[config.mk]
export PLATFORM = sky130hd
export DESIGN_NAME = fcl_rbus_fabric_flat
export DESIGN_NICKNAME = d
export VERILOG_FILES = /design/src/rtl/fcl_rbus_fabric_if.sv /design/src/rtl/fcl_rbus_fabric.sv /design/src/flat_wrapper.sv
export SDC_FILE = /design/constraint.sdc
export NUM_CORES = 1
export LEC_CHECK = 0
export CAP_MARGIN = 20
export CORE_ASPECT_RATIO = 1.5
export CORE_MARGIN = 2
export CORE_UTILIZATION = 55
export DETAILED_ROUTE_END_ITERATION = 10
export GPL_TIMING_DRIVEN = 1
export PLACE_DENSITY = 0.89
export SKIP_LAST_GASP = 1
export SLEW_MARGIN = 30
export SYNTH_ARGS = -nofsm -noshare
export SYNTH_HDL_FRONTEND = slang
export SYNTH_SLANG_ARGS = --single-unit
[constraint.sdc]
create_clock -name sys_clk_buf -period 10.1 [get_ports sys_clk_buf]
set_input_delay 1.515 -clock sys_clk_buf [delete_from_list [all_inputs] [get_ports sys_clk_buf]]
set_output_delay 1.515 -clock sys_clk_buf [all_outputs]
set_load 0.02 [all_outputs]
[src/rtl/fcl_rbus_fabric_if.sv]
// RBUS fabric bundle: master-side request/response plus the fanned-out slave bus.
// The master modport is the environment side; the fabric connects through the slave modport.
interface fcl_rbus_fabric_if #(
  parameter int AW = 16,
  parameter int DW = 16,
  parameter int NS = 4
);
  logic [AW-1:0]    m_addr_in;
  logic [DW-1:0]    m_data_in;
  logic             m_read_in;
  logic             m_write_in;
  logic [DW-1:0]    m_data_out;
  logic             m_ack_out;
  logic             m_err_out;
  logic [NS-1:0]    s_sel_out;
  logic             s_read_out;
  logic             s_write_out;
  logic [AW-1:0]    s_addr_out;
  logic [DW-1:0]    s_data_out;
  logic [NS*DW-1:0] s_data_in;
  logic [NS-1:0]    s_ack_in;
  logic             busy_out;

  modport master (
    output m_addr_in, m_data_in, m_read_in, m_write_in, s_data_in, s_ack_in,
    input  m_data_out, m_ack_out, m_err_out, s_sel_out, s_read_out, s_write_out,
           s_addr_out, s_data_out, busy_out
  );

  modport slave (
    input  m_addr_in, m_data_in, m_read_in, m_write_in, s_data_in, s_ack_in,
    output m_data_out, m_ack_out, m_err_out, s_sel_out, s_read_out, s_write_out,
           s_addr_out, s_data_out, busy_out
  );
endinterface

[src/rtl/fcl_rbus_fabric.sv]
// RBUS interconnect: decodes master strobes to a slave window, an internal scratch/status
// bank or an unmapped error, and guards slave accesses with a per-transaction watchdog.
module fcl_rbus_fabric #(
  parameter int RBUS_ADDR_WIDTH = 16,
  parameter int RBUS_DATA_WIDTH = 16,
  parameter int NUM_SLAVES      = 4,
  parameter int SLAVE_WIN_BITS  = 12,
  parameter logic [RBUS_ADDR_WIDTH-1:0] SCRATCH_BASE = RBUS_ADDR_WIDTH'(16'hF000),
  parameter int SCRATCH_DEPTH   = 8,
  parameter int TIMEOUT_CYCLES  = 255
) (
  input logic              sys_clk_buf,
  input logic              sys_reset,
  fcl_rbus_fabric_if.slave bus
);
  localparam int AW = RBUS_ADDR_WIDTH;
  localparam int DW = RBUS_DATA_WIDTH;
  localparam int IW = AW - SLAVE_WIN_BITS;
  localparam int SW = (SCRATCH_DEPTH > 1) ? $clog2(SCRATCH_DEPTH) : 1;
  localparam logic [DW-1:0]         DEAD_WORD = DW'(16'hDEAD);
  localparam logic [15:0]           WD_LAST   = 16'(TIMEOUT_CYCLES - 1);
  localparam logic [NUM_SLAVES-1:0] SEL_ONE   = NUM_SLAVES'(1);

  typedef enum logic [1:0] {IDLE, SLAVE, RESP} state_t;

  state_t                 state_reg, state_next;
  logic [NUM_SLAVES-1:0]  sel_reg;
  logic                   s_read_reg, s_write_reg;
  logic [AW-1:0]          addr_reg;
  logic [DW-1:0]          wdata_reg, rdata_reg;
  logic                   err_reg;
  logic [15:0]            wd_reg;
  logic [7:0]             unmapped_cnt_reg, timeout_cnt_reg;
  logic [DW-1:0]          scratch_reg [SCRATCH_DEPTH];

  logic                   strobe, accept, hit_scr, hit_stat, hit_slv, ack_hit;
  logic [AW-1:0]          scr_off;
  logic [SW-1:0]          scr_idx;
  logic [IW-1:0]          slv_idx;
  logic [NUM_SLAVES-1:0]  slv_onehot;
  logic [DW-1:0]          status_word, local_rdata, slave_rdata, resp_data;
  logic                   resp_err, launch, um_event, to_event, scr_write, stat_clear;
  logic [DW-1:0]          masked_rdata [NUM_SLAVES];

  // Address decode; the internal window outranks the slave windows it overlaps.
  assign strobe      = bus.m_read_in | bus.m_write_in;
  assign accept      = (state_reg == IDLE) && strobe;
  assign scr_off     = bus.m_addr_in - SCRATCH_BASE;
  assign hit_scr     = scr_off < AW'(SCRATCH_DEPTH);
  assign hit_stat    = scr_off == AW'(SCRATCH_DEPTH);
  assign scr_idx     = scr_off[SW-1:0];
  assign slv_idx     = bus.m_addr_in[AW-1:SLAVE_WIN_BITS];
  assign hit_slv     = 32'(slv_idx) < 32'(NUM_SLAVES);
  assign slv_onehot  = SEL_ONE << slv_idx;
  assign status_word = DW'({unmapped_cnt_reg, timeout_cnt_reg});
  assign ack_hit     = |(bus.s_ack_in & sel_reg);
  assign scr_write   = accept && hit_scr && bus.m_write_in;
  assign stat_clear  = accept && hit_stat && bus.m_write_in;

  genvar gi;
  generate
    for (gi = 0; gi < NUM_SLAVES; gi++) begin : g_rd_mask
      assign masked_rdata[gi] = sel_reg[gi] ? bus.s_data_in[gi*DW +: DW] : '0;
    end
  endgenerate

  always_comb begin
    slave_rdata = '0;
    for (int i = 0; i < NUM_SLAVES; i++) slave_rdata = slave_rdata | masked_rdata[i];
  end

  // A combined write-read returns the value being written.
  always_comb begin
    local_rdata = '0;
    if (hit_scr) local_rdata = bus.m_write_in ? bus.m_data_in : scratch_reg[scr_idx];
    else         local_rdata = bus.m_write_in ? '0 : status_word;
  end

  always_comb begin
    state_next = state_reg;
    resp_data  = rdata_reg;
    resp_err   = err_reg;
    launch     = 1'b0;
    um_event   = 1'b0;
    to_event   = 1'b0;
    case (state_reg)
      IDLE: begin
        if (strobe) begin
          if (hit_scr || hit_stat) begin
            state_next = RESP;
            resp_data  = local_rdata;
            resp_err   = 1'b0;
          end else if (hit_slv) begin
            state_next = SLAVE;
            launch     = 1'b1;
          end else begin
            state_next = RESP;
            resp_data  = DEAD_WORD;
            resp_err   = 1'b1;
            um_event   = 1'b1;
          end
        end
      end
      SLAVE: begin
        // An ack in the final watchdog cycle beats the timeout.
        if (ack_hit) begin
          state_next = RESP;
          resp_data  = slave_rdata;
          resp_err   = 1'b0;
        end else if (wd_reg == WD_LAST) begin
          state_next = RESP;
          resp_data  = DEAD_WORD;
          resp_err   = 1'b1;
          to_event   = 1'b1;
        end
      end
      RESP:    state_next = IDLE;
      default: state_next = IDLE;
    endcase
  end

  always_ff @(posedge sys_clk_buf or posedge sys_reset) begin
    if (sys_reset) state_reg <= IDLE;
    else           state_reg <= state_next;
  end

  always_ff @(posedge sys_clk_buf or posedge sys_reset) begin
    if (sys_reset) begin
      sel_reg          <= '0;
      s_read_reg       <= 1'b0;
      s_write_reg      <= 1'b0;
      addr_reg         <= '0;
      wdata_reg        <= '0;
      rdata_reg        <= '0;
      err_reg          <= 1'b0;
      wd_reg           <= '0;
      unmapped_cnt_reg <= '0;
      timeout_cnt_reg  <= '0;
      for (int i = 0; i < SCRATCH_DEPTH; i++) scratch_reg[i] <= '0;
    end else begin
      s_read_reg  <= launch & bus.m_read_in;
      s_write_reg <= launch & bus.m_write_in;
      rdata_reg   <= resp_data;
      err_reg     <= resp_err;
      if (launch) begin
        addr_reg  <= bus.m_addr_in;
        wdata_reg <= bus.m_data_in;
        sel_reg   <= slv_onehot;
        wd_reg    <= '0;
      end else begin
        if (state_next != SLAVE) sel_reg <= '0;
        if (state_reg == SLAVE)  wd_reg  <= wd_reg + 16'd1;
      end
      if (scr_write) scratch_reg[scr_idx] <= bus.m_data_in;
      if (stat_clear) begin
        unmapped_cnt_reg <= '0;
        timeout_cnt_reg  <= '0;
      end else begin
        if (um_event && unmapped_cnt_reg != 8'hFF) unmapped_cnt_reg <= unmapped_cnt_reg + 8'd1;
        if (to_event && timeout_cnt_reg != 8'hFF)  timeout_cnt_reg  <= timeout_cnt_reg + 8'd1;
      end
    end
  end

  assign bus.m_ack_out   = (state_reg == RESP);
  assign bus.m_err_out   = (state_reg == RESP) && err_reg;
  assign bus.m_data_out  = (state_reg == RESP) ? rdata_reg : '0;
  assign bus.s_sel_out   = sel_reg;
  assign bus.s_read_out  = s_read_reg;
  assign bus.s_write_out = s_write_reg;
  assign bus.s_addr_out  = addr_reg;
  assign bus.s_data_out  = wdata_reg;
  assign bus.busy_out    = (state_reg != IDLE);
endmodule

[src/flat_wrapper.sv]
// flat-port wrapper written by rule: the top's interface ports become plain ports
module fcl_rbus_fabric_flat 
#(
  parameter int RBUS_ADDR_WIDTH = 16,
  parameter int RBUS_DATA_WIDTH = 16,
  parameter int NUM_SLAVES      = 4,
  parameter int SLAVE_WIN_BITS  = 12,
  parameter logic [RBUS_ADDR_WIDTH-1:0] SCRATCH_BASE = RBUS_ADDR_WIDTH'(16'hF000),
  parameter int SCRATCH_DEPTH   = 8,
  parameter int TIMEOUT_CYCLES  = 255
)
  (sys_clk_buf, sys_reset, bus_m_addr_in, bus_m_data_in, bus_m_read_in, bus_m_write_in, bus_s_data_in, bus_s_ack_in, bus_m_data_out, bus_m_ack_out, bus_m_err_out, bus_s_sel_out, bus_s_read_out, bus_s_write_out, bus_s_addr_out, bus_s_data_out, bus_busy_out);
  fcl_rbus_fabric_if #(.AW((16)), .DW((16)), .NS((4))) bus_i ();
  input logic sys_clk_buf;
  input logic sys_reset;
  input wire logic [$bits(bus_i.m_addr_in)-1:0] bus_m_addr_in;
  input wire logic [$bits(bus_i.m_data_in)-1:0] bus_m_data_in;
  input wire logic [$bits(bus_i.m_read_in)-1:0] bus_m_read_in;
  input wire logic [$bits(bus_i.m_write_in)-1:0] bus_m_write_in;
  input wire logic [$bits(bus_i.s_data_in)-1:0] bus_s_data_in;
  input wire logic [$bits(bus_i.s_ack_in)-1:0] bus_s_ack_in;
  output wire logic [$bits(bus_i.m_data_out)-1:0] bus_m_data_out;
  output wire logic [$bits(bus_i.m_ack_out)-1:0] bus_m_ack_out;
  output wire logic [$bits(bus_i.m_err_out)-1:0] bus_m_err_out;
  output wire logic [$bits(bus_i.s_sel_out)-1:0] bus_s_sel_out;
  output wire logic [$bits(bus_i.s_read_out)-1:0] bus_s_read_out;
  output wire logic [$bits(bus_i.s_write_out)-1:0] bus_s_write_out;
  output wire logic [$bits(bus_i.s_addr_out)-1:0] bus_s_addr_out;
  output wire logic [$bits(bus_i.s_data_out)-1:0] bus_s_data_out;
  output wire logic [$bits(bus_i.busy_out)-1:0] bus_busy_out;
  assign bus_i.m_addr_in = bus_m_addr_in;
  assign bus_i.m_data_in = bus_m_data_in;
  assign bus_i.m_read_in = bus_m_read_in;
  assign bus_i.m_write_in = bus_m_write_in;
  assign bus_i.s_data_in = bus_s_data_in;
  assign bus_i.s_ack_in = bus_s_ack_in;
  assign bus_m_data_out = bus_i.m_data_out;
  assign bus_m_ack_out = bus_i.m_ack_out;
  assign bus_m_err_out = bus_i.m_err_out;
  assign bus_s_sel_out = bus_i.s_sel_out;
  assign bus_s_read_out = bus_i.s_read_out;
  assign bus_s_write_out = bus_i.s_write_out;
  assign bus_s_addr_out = bus_i.s_addr_out;
  assign bus_s_data_out = bus_i.s_data_out;
  assign bus_busy_out = bus_i.busy_out;
  fcl_rbus_fabric #(.RBUS_ADDR_WIDTH(RBUS_ADDR_WIDTH), .RBUS_DATA_WIDTH(RBUS_DATA_WIDTH), .NUM_SLAVES(NUM_SLAVES), .SLAVE_WIN_BITS(SLAVE_WIN_BITS), .SCRATCH_BASE(SCRATCH_BASE), .SCRATCH_DEPTH(SCRATCH_DEPTH), .TIMEOUT_CYCLES(TIMEOUT_CYCLES)) u_core (.sys_clk_buf(sys_clk_buf), .sys_reset(sys_reset), .bus(bus_i));
endmodule
# Word-level counts from Yosys, hierarchy flattened
# Cells that the tools add are included.
# op_classes
eq_ne	10
reduce_logical	19
bitwise_logic	8
div	0
muxes	51
order_cmp	4
mul	0
add_sub_neg	4
n_shift	1
# op_table
cell	count
16-bit two-way mux	18
128-bit bitwise mux	1
16-bit binary-select mux with 3-bit select	1
16-bit demux with 3-bit select	1
16-bit bitwise OR	3
8-bit two-way mux	4
16-bit case mux with 2 select lines	1
16-bit by 1-bit adder with 16-bit output (second input constant)	1
8-bit by 1-bit adder with 8-bit output (second input constant)	2
16-bit by 4-bit equality test with 1-bit output (second input constant)	1
16-bit by 8-bit equality test with 1-bit output (second input constant)	1
16-bit by 4-bit < comparator with 1-bit output (second input constant)	1
1-bit two-way mux	16
8-bit inequality test (second input constant)	2
16-bit subtractor (second input constant)	1
2-bit nonzero test	6
2-bit two-way mux	5
1-bit logical AND	9
4-bit two-way mux	2
4-bit bitwise AND	1
4-bit greater-or-equal comparator (second input constant)	1
4-bit by 1-bit < comparator with 1-bit output (second input constant)	1
4-bit by 3-bit < comparator with 1-bit output (second input constant)	1
2-bit by 1-bit inequality test with 1-bit output (second input constant)	2
14 further kinds	15
# totals
input_bits	104
mem_bits_ro	0
latch_bits	0
ramBits	0
word_cells	116
regBits	217
out_inout_bits	57
mem_count	0

# Depth between registers and ports, before layout
# depth
word_depth	10
depth_mapped	9
mapped_depth_nobuf	7

# Least setup slack after synthesis
# No wires, ideal clock.
# synth_timing
kind	input to register
startpoint	in bus_m_addr_in[7]
endpoint	reg u_core.scratch_reg[80] in the netlist's numbering
slack_ns	6.811
arrival_time_ns	3.165
required_ns	9.975
stages	6
setup_ns	0.125
path_buffers	1
path_cell_list	nor4b_2 and4b_1 nand3_2 nor3b_4 buf_6 mux2_2
# synth_between
elab_chain_len	4
# synth_rtl
item	line	source
start, declared	flat_wrapper.sv:16	input wire logic [$bits(bus_i.m_addr_in)-1:0] bus_m_addr_in;
16-bit subtractor	fcl_rbus_fabric.sv:48	assign scr_off = bus.m_addr_in - SCRATCH_BASE;
16-bit by 4-bit < comparator with 1-bit output	fcl_rbus_fabric.sv:49	assign hit_scr = scr_off < AW'(SCRATCH_DEPTH);
1-bit logical AND (2 in a row)	fcl_rbus_fabric.sv:57	assign scr_write = accept && hit_scr && bus.m_write_in;
end signal, assigned by index	fcl_rbus_fabric.sv:154	if (scr_write) scratch_reg[scr_idx] <= bus.m_data_in;
end, declared	fcl_rbus_fabric.sv:34	logic [DW-1:0] scratch_reg [SCRATCH_DEPTH];
# No other way between the ends.
# A chain may end at the register's enable or synchronous reset.

# Final worst setup path
# layout_timing
startpoint	in bus_m_addr_in[3]
endpoint	reg u_core.scratch_reg[70] in the netlist's numbering
# Same word-level chain as after synthesis.

==> reports/metrics.yaml <==
clock_tree:
  ctsResizeCount: 0
  clock-sinks: 217
  clk_pin_slew_ps: 60
  clkLatencyLatePin_ps: 490
  postCtsHoldBufs: 0
  clk_path_buf_depth: 3
  htreeDepth: 1
  cts_tree: "done"
  root_buffer: "clkbuf_16"
  cts_post_setup_buffers_inserted: 0
  numCtsBuffers: 21
critical_path:
  crit_path_start_kind: "primary input"
  worstSetupPathType: "primary input to register"
  cp_max_fo: 16
  required_ps: 10470
  cp-end-kind: "register"
  critPathArrivalTime_ps: 4390
floorplan:
  initial_core_util: 0.559
  chipWidth_um: 120
  core_mm2: 0.0197
  row_count: 63
  die_area_mm2: 0.0212
  fp.dieH_um: 177
  ioPinCount: 161
timing:
  hold_viol_final: 0
  fmax_mhz: 249
  setup_viol: 0
  slew_headroom: 0.359
  post-route-period-util: 0.398
  fin_tns_setup_ps: 0
  period_needed_ps: 4020
  rsz0062_at_grt: "no"
  fin_skew_ps: 11.9
  slew_violations: 0
  worst_slew_pin_slew_ps: 961
final_layout:
  nFillCells: 1404
  largest_reg_flops: 128
  fin_nets: 1204
  finalCoreUtilization: 0.670
  antenna_cells: 0
  drive_above_1_share: 0.209
  syn2layout_area_growth_pct: 19.8
detailed_routing:
  drc: 0
  wl_per_cell_um: 21.4
  vias_per_cell: 6.18
  routed_wirelength_um: 29300
  vias: 8447
  drt_iter0_markers: 756
  antenna_left: 0
  first_pass_iters: 5
power:
  p_leak_uw: 0.00597
  vdd_drop_max_mv: 0.130
  powerDensity_mw_per_mm2: 187
global_route:
  antenna_found_initial: 0
  grt_pass1_wl_um: 46600
  overflow: 0
  grt.total_usage: 0.276
  grt_start_max_net_pins: 133
  grt_pass1_vias: 8777
synthesis:
  syn-cell-area_mm2: 0.0110
  syn_avg_cell_area_um2: 11.2
  synthArstFlopShare: 1.00
  synth_edf_count: 0
  synth_ff_type: "dfrtp_1"
  ys_types: 75
  synth.ff_latch_count: 217
  netlist_instances: 982
  synth_nets: 1090
  seq_area_frac_synth: 0.493
  synth_warnings: 0
place:
  dp_hpwl_um: 19900
  globalplace.congestion: 0.863
  io_buffer_count: 160
min_path:
  hold_path.class: "register to register"
flow_run:
  maxCapViolCount: 0
run_status:
  outcome: "finished, final reports clean"
==> Yosys cell counts, drive strengths merged, types with 3 or more instances <==
master,number,share of area
nor2b,3,0.0017
mux2i,23,0.021
nand2b,7,0.0040
xor2,8,0.0064
o21ai,32,0.015
and2,6,0.0034
dfrtp,217,0.49
a221oi,15,0.014
buf,43,0.030
and4,4,0.0032
or2,3,0.0017
o21a,5,0.0034
o221ai,7,0.0056
nand4,13,0.0074
nor3,17,0.0092
inv,17,0.0058
and4b,4,0.0036
nand3,24,0.012
nand2,133,0.046
nor2,36,0.014
xnor2,9,0.0072
a22oi,41,0.028
clkbuf,36,0.013
a21oi,41,0.025
mux2,146,0.15
o22ai,8,0.0045
or3,11,0.0062
mux4,7,0.014
or4,4,0.0034
and3,17,0.0096
ha,4,0.0045
nor4,12,0.011
==> path summary, 6_finish.rpt <==
check | start | endpoint | slack (ps) | cells past startpoint
setup reg to reg | u_core.state_reg[1]$_DFF_PP0_ | u_core.err_reg$_DFFE_PP0P_ | 7240 | 4
setup / recovery | bus_m_addr_in[3] | u_core.scratch_reg[70]$_DFFE_PP0P_ | 6080 | 6
hold reg to reg | u_core.bus.s_data_out[12]$_DFFE_PP0P_ | u_core.bus.s_data_out[12]$_DFFE_PP0P_ | 480 | 2
hold / removal | u_core.bus.s_data_out[12]$_DFFE_PP0P_ | u_core.bus.s_data_out[12]$_DFFE_PP0P_ | 480 | 2
max in group asynchronous | sys_reset | u_core.scratch_reg[112]$_DFFE_PP0P_ | 7250 | 3
min in group asynchronous | sys_reset | u_core.wd_reg[5]$_DFFE_PP0P_ | 1510 | 2
==> critical path: stages <==
cell	delay, ps
clkdlybuf4s50_1	580
nor4_1	410
and4b_1	410
nand3_2	220
nor2_2	810
mux2_2	420
==> per-stage QoR <==
step	cell area (um2)	setup WS [ps]	hold WS, ps	instances	total power (uW)
2_1_floorplan	11000	2650	453	982	1440
3_3_place_gp	12600	5630	458	1333	1710
3_5_place_dp	12600	5590	463	1333	1730
4_1_cts	13200	6090	477	1366	2470
5_1_grt	13200	5890	501	1366	2570
6_report	13200	6080	477	1366	2470
==> per-layer routing <==
layer / part of all wire / routed length (um) / vias up / track usage
met3: 0.064 / 1860 / 100 / 0.0456
met2: 0.52 / 15200 / 374 / 0.493
met1: 0.37 / 10900 / 4199 / 0.324
li1: - / - / 3774 / -
met5: 0 / 0 / - / 0
met4: 0.045 / 1330 / 0 / 0.129
==> power by group <==
part | internal (uW) | switching [uW] | leakage, uW
sequential | 970 | 87.0 | 0.00290
clock | 427 | 318 | 0.000308
combinational | 287 | 377 | 0.00277
==> kinds of logic after synthesis <==
family,Yosys count,synth area share
flip-flops,217,0.493
adder cells (fa/ha/maj),4,0.00454
AND/OR/NAND/NOR,302,0.146
AO/OA/AOI/OAI,170,0.111
multiplexers,176,0.184
buffers and inverters,96,0.0488
XOR/XNOR,17,0.0135
==> final cells by class <==
cell class                      count  area, um2  share of cell area
Clock inverter                      4       47.5             0.00360
Inverter                           17       76.3             0.00578
Timing Repair Buffer              170       1670               0.127
Tap cell                          260        325              0.0246
Multi-Input combinational cell    669       5070               0.384
Sequential cell                   217       5430               0.411
Clock buffer                       29        586              0.0443
==> cell usage in the layout (no fill, tap or decap), types with 4 or more instances in the layout <==
master           count
nor4_1               8
or3_1               11
and4_1               4
o21ai_1              4
nand3_1             22
dfrtp_1            217
and2_1               5
nand4_1             13
o22ai_1              8
nand2b_1             7
a221oi_1            14
xnor2_1              9
clkbuf_16           21
mux2_2             139
o21a_1               5
mux2_1               7
and3_1              17
nor3_1              14
and4b_1              4
mux2i_1             23
nand2_1            131
clkdlybuf4s50_1    158
a22oi_1             41
nor2_1              33
clkbuf_1             5
o221ai_1             7
a21oi_2             20
o21ai_0             28
mux4_2               7
buf_4                9
ha_1                 4
inv_1               16
xor2_1               8
a21oi_1             21
Power figures use the tool's default switching activity.
